`config.mk`:
```
export PLATFORM = sky130hd
export DESIGN_NAME = data_memory_dp
export DESIGN_NICKNAME = d
export VERILOG_FILES = /design/src/rtl/data_memory_pkg.sv /design/src/rtl/dm_clear_seq.sv /design/src/rtl/data_memory_dp.sv
export SDC_FILE = /design/constraint.sdc
export NUM_CORES = 2
export LEC_CHECK = 0
export CAP_MARGIN = 20
export CORE_UTILIZATION = 35
export DETAILED_ROUTE_END_ITERATION = 6
export DONT_BUFFER_PORTS = 1
export GPL_TIMING_DRIVEN = 0
export SLEW_MARGIN = 20
export SYNTH_ARGS = -nofsm -noshare
export SYNTH_HDL_FRONTEND = slang
export SYNTH_SLANG_ARGS = --single-unit
```
`constraint.sdc`:
```
create_clock -name CLK -period 4.08 [get_ports CLK]
set_input_delay 0.816 -clock CLK [delete_from_list [all_inputs] [get_ports CLK]]
set_output_delay 0.816 -clock CLK [all_outputs]
set_load 0.005 [all_outputs]
```
`src/rtl/data_memory_pkg.sv`:
```
// Shared types and helpers for the dual-port data memory: clear-sequencer
// states, default geometry and the CPU address legality check.
package data_memory_pkg;

    typedef enum logic {
        CLEAR,
        READY
    } state_t;

    localparam int DEF_DATA_W = 32;
    localparam int DEF_DEPTH  = 64;
    localparam int NBYTES     = DEF_DATA_W / 8;

    // A byte address is legal when word-aligned and its word index is inside the array.
    function automatic logic word_legal(input logic [63:0] addr, input int unsigned depth);
        return (addr[1:0] == 2'b00) && ((addr >> 2) < 64'(depth));
    endfunction

endpackage

```
`src/rtl/dm_clear_seq.sv`:
```
// Clear sequencer: walks every word index once after reset or on request,
// asserting busy for exactly DEPTH cycles.
module dm_clear_seq
    import data_memory_pkg::*;
#(
    parameter int DEPTH = DEF_DEPTH,
    parameter int IDX_W = $clog2(DEPTH)
) (
    input  logic             CLK,
    input  logic             RST,
    input  logic             clr_req,
    output logic             busy,
    output logic             clr_we,
    output logic [IDX_W-1:0] clr_idx
);

    state_t           state_q, state_d;
    logic [IDX_W-1:0] cnt_q, cnt_d;

    always_ff @(posedge CLK or posedge RST) begin
        if (RST) begin
            state_q <= CLEAR;
            cnt_q   <= '0;
        end else begin
            state_q <= state_d;
            cnt_q   <= cnt_d;
        end
    end

    always_comb begin
        // NOTE: every output of this block gets a default first so no path can infer a latch.
        state_d = state_q;
        cnt_d   = cnt_q;
        clr_we  = 1'b0;
        case (state_q)
            CLEAR: begin
                clr_we = 1'b1;
                if (cnt_q == IDX_W'(DEPTH - 1)) begin
                    state_d = READY;
                    cnt_d   = '0;
                end else begin
                    cnt_d = cnt_q + IDX_W'(1);
                end
            end
            READY: begin
                if (clr_req) begin
                    state_d = CLEAR;
                    cnt_d   = '0;
                end
            end
        endcase
    end

    assign busy    = (state_q == CLEAR);
    assign clr_idx = cnt_q;

endmodule

```
`src/rtl/data_memory_dp.sv`:
```
// Dual-port data memory: CPU load/store port with byte enables and fault
// reporting, plus a registered read-only port with a req/valid handshake.
module data_memory_dp
    import data_memory_pkg::*;
#(
    parameter int DATA_W  = 8 * NBYTES,
    parameter int DEPTH   = DEF_DEPTH,
    parameter int ADDR_W  = 32,
    parameter int VADDR_W = $clog2(DEPTH)
) (
    input  logic                CLK,
    input  logic                RST,
    input  logic                WE,
    input  logic [DATA_W/8-1:0] BE,
    input  logic [ADDR_W-1:0]   a,
    input  logic [DATA_W-1:0]   WD,
    output logic [DATA_W-1:0]   Rd,
    output logic                err,
    input  logic                clr_req,
    output logic                busy,
    input  logic                rv_req,
    input  logic [VADDR_W-1:0]  rv_addr,
    output logic                rv_ready,
    output logic                rv_valid,
    output logic [DATA_W-1:0]   Rdv
);

    localparam int NB = DATA_W / 8;

    logic [DATA_W-1:0]  mem [DEPTH];
    logic               legal;
    logic [VADDR_W-1:0] idx;
    logic               cpu_we;
    logic               rv_accept;
    logic               clr_we;
    logic [VADDR_W-1:0] clr_idx;

    dm_clear_seq #(
        .DEPTH (DEPTH),
        .IDX_W (VADDR_W)
    ) u_clear_seq (
        .CLK     (CLK),
        .RST     (RST),
        .clr_req (clr_req),
        .busy    (busy),
        .clr_we  (clr_we),
        .clr_idx (clr_idx)
    );

    assign legal     = word_legal(64'(a), DEPTH);
    assign idx       = a[VADDR_W+1:2];
    assign cpu_we    = WE && legal && !busy;
    assign rv_ready  = !busy;
    assign rv_accept = rv_req && rv_ready;

    // Loads see the pre-edge contents, so a same-cycle store returns old data.
    assign Rd = (legal && !busy) ? mem[idx] : '0;

    // NOTE: the array has no reset; the clear sequencer zeroes it after reset instead.
    always_ff @(posedge CLK) begin
        if (clr_we) begin
            mem[clr_idx] <= '0;
        end else if (cpu_we) begin
            for (int i = 0; i < NB; i++) begin
                if (BE[i]) mem[idx][8*i +: 8] <= WD[8*i +: 8];
            end
        end
    end

    // Loads are recognised by a non-zero BE with WE low; faults while busy are not reported.
    always_ff @(posedge CLK or posedge RST) begin
        if (RST) begin
            err      <= 1'b0;
            rv_valid <= 1'b0;
            Rdv      <= '0;
        end else begin
            err      <= !busy && !legal && (WE || (BE != '0));
            rv_valid <= rv_accept;
            if (rv_accept) Rdv <= mem[rv_addr];
        end
    end

endmodule

```
==> results by group <==
Run status
  • Failing checks: design-rule violations, negative setup slack
  • Outcome: finished with violations

Clock tree
  • Root Buffer Master: clkbuf_16
  • Num CTS Buffers: 218
  • Clock Pin Slew Worst Setup and Hold Paths: 0.06 ns
  • CTS tree: yes
  • CTS sink count: 2089
  • Worst-Skew Late Latency: 0.91 ns
  • CTS H-tree lvls: 4
  • Clk buf depth: 3

Route
  • DRT Pass-1 Iters: 7
  • Antenna viol nets, final: 0
  • WL final: 434700 um
  • Vias: 66240
  • Avg WL per Cell: 44.81 um
  • Iter 0 DRT Violations: 12700
  • # DRC: 1
  • Via-to-Cell Ratio: 6.829

Critical path
  • Worst Setup Start Kind: input port
  • Top delay family on crit path: buffers and inverters
  • Worst EP required: 4.86 ns
  • Crit path DAT: 5.09 ns
  • CP Cell Sequence: buf_4 > buf_2 > buf_2 > clkbuf_2 > mux4_2 > a22oi_1 > nand4_1 > a221o_1
  • Crit-path slowest cell: a22oi_1
  • CP endpoint kind: flip-flop
  • Critical path peak fanout: 10
  • CP peak stage delay: 0.92 ns
  • Crit-path most repeated cell: buf_2
  • Crit path buf inv count: 4
  • WS Path Type: input port to flip-flop

Floorplanning
  • Full die area: 281600 sq um
  • Die X: 530.6 um
  • Initial Util: 35.28%
  • Standard-cell rows: 193
  • IO Pins: 147
  • Die height: 530.6 um
  • Core Footprint: 277200 sq um

Synthesis
  • Ys flop type: edfxtp_1
  • EDFF count, synth: 2048
  • Syn avg cell area: 19.12 sq um
  • Syn nets: 5196
  • Yosys reg bits: 2089
  • Synth warn: 0
  • Synth unique cells: 49
  • Sequential share of the synthesized area: 63.92%
  • Syn Inst Count: 5116
  • Post-synth ARST share: 1.963%
  • Synthesized area: 97810 sq um

GRT
  • All-Layer GR Usage: 30.54%
  • Largest net degree at the start of global routing: 65
  • Grt total ovfl: 0
  • Number of global-route vias before repair: 63770
  • Initial antenna violation count: 34
  • First-pass GRT wire length: 572400 um

STA
  • Final setup margin: -0.2257 ns
  • Setup violations, final: 392
  • Skew final: 0.04339 ns
  • Count of final hold-check violations: 0
  • Final Max Tran Viols: 0
  • Fin Hold WS: 0.1462 ns
  • Max Freq: 0.2322 GHz
  • RSZ-0062 raised after global routing: yes
  • Slew at the pin closest to its max-slew limit: 1.360 ns
  • Crit path time final: 4.306 ns
  • Worst slew margin: 9.359%
  • Fin crit share: 105.5%
  • Setup TNS: -26.16 ns

Cells and area
  • Layout Nets: 5866
  • Layout area overhead: 19.36%
  • Final Util: 42.11%
  • Commonest cells after routing, fill and taps aside: edfxtp_1 (2048), mux4_2 (931), mux2i_1 (357), buf_2 (275), a22oi_1 (229)
  • Fraction of layout instances using a drive strength above 1: 41.30%
  • Post-layout instance area: 116700 sq um
  • Most common cell after layout, fill and taps aside: edfxtp_1

Power and ir drop
  • Leakage power: 33.53 nW
  • Peak VDD IR: 534.2 uV
  • Pwr dens: 479.8 nW/um^2

Placed design
  • Routability cong.: 1.025
  • I/O Buffers: 0
  • Placed cell areas: 107600 sq um
  • Post-DP HPWL: 322800 um
  • Pre-CTS WS: -1.948 ns

Job
  • Max-cap violation count: 0

Hold path
  • Min-Delay Path Class: input port to flip-flop
[synth_stat cells, types with 3 or more instances]
library cell  count  share of area (%)
a211oi_1         62               0.48
a21oi_1          45               0.23
a221o_1          32               0.33
a22oi_1         247                1.9
and2_1           36               0.23
and3_1            4              0.026
and3b_1           3              0.027
buf_1            61               0.23
buf_2           135               0.69
buf_4             9              0.069
clkbuf_1        279                1.1
dfrtp_1          41                1.0
edfxtp_1       2048                 63
inv_1             8              0.031
mux2_2           60               0.69
mux2i_1         362                3.7
mux4_2          931                 21
nand2_1          56               0.21
nand2b_1          3              0.019
nand3_1         103               0.53
nand4_1          34               0.22
nor2_1           19              0.073
nor2b_1          42               0.27
nor3_1           68               0.35
nor3b_1           6              0.046
nor4_1          140               0.90
nor4_2           62               0.79
o211ai_1         28               0.21
o21ai_0          35               0.18
o221ai_1         29               0.26
o22ai_1          68               0.43
o2bb2ai_1         3              0.027
or3_1            32               0.20
or4_1             3              0.023
[cells by family (layout without fill, tap and decap cells)]
| group | after synthesis | count (layout) | synth area share, % |
|---|---|---|---|
| AO/OA/AOI/OAI | 560 | 560 | 4.137 |
| XOR/XNOR | 1 | 1 | 0.008956 |
| adder cells (fa/ha/maj) | 1 | 1 | 0.01279 |
| buffers and inverters | 494 | 1351 | 2.118 |
| flip-flops | 2089 | 2089 | 63.92 |
| multiplexers | 1353 | 1353 | 25.83 |
| other | 0 | 21 | 0 |
| AND/OR/NAND/NOR | 618 | 618 | 3.968 |
[per-stage QoR]
stage,total power [mW],std cells
after global routing,56.65,9686
final,56.01,9699
after detailed placement,35.17,9222
after global placement,33.89,8821
after CTS,55.33,9648
after floorplan,30.16,5116
[cell type report]
class,instances,area [sq um]
fillers,24320,160500
flip-flops and latches,2089,62530
multi-input cells,2533,35570
clock buffers,273,5776
well taps,3705,4636
repair buffers,454,3751
plain buffers,482,3003
clock inverters,134,1395
diodes,21,52.55
inverters,8,32.53
[path summary, 6_finish.rpt]
kind | from | to | slack (ns) | cells past startpoint
max reg2reg | u_clear_seq.state_q$_DFF_PP0_ | Rdv[21]$_DFFE_PP0P_ | -0.06 | 8
max in group asynchronous | RST | Rdv[2]$_DFFE_PP0P_ | 2.88 | 3
min | WE | err$_DFF_PP0_ | 0.15 | 2
min reg2reg | Rdv[8]$_DFFE_PP0P_ | Rdv[8]$_DFFE_PP0P_ | 0.58 | 1
min in group asynchronous | RST | Rdv[25]$_DFFE_PP0P_ | 0.49 | 2
max | rv_addr[2] | Rdv[17]$_DFFE_PP0P_ | -0.23 | 8
[per-layer routing]
layer,track usage (%),up-vias,wire length [um]
met5,0.3077,-,265
met4,22.93,28,39890
met3,11.60,1393,67360
met2,42.74,6482,180600
met1,38.23,34620,146600
li1,-,23720,-
[registers in the layout (all words and copies together) (netlist names)]
name and count:
u_clear_seq.clr_idx 6, rv_valid 1, Rdv 32, u_clear_seq.state_q 1, err 1, mem 2048
[where the power goes]
group	switching [mW]	internal, mW
clock	9.01	11.5
sequential	0.986	24.9
combinational	6.73	2.84
total	16.7	39.3
[repair_timing]
action                                   CTS  global route
endpoints found under the setup margin  1905            35
gates resized for setup                  407            61
buffers inserted                          18            28
hold buffers                               2             0
gates cloned                               1             2
pin swaps                                 13             9
endpoints found under the hold margin     27             0
Note: power is estimated with default switching activity, not from simulation.
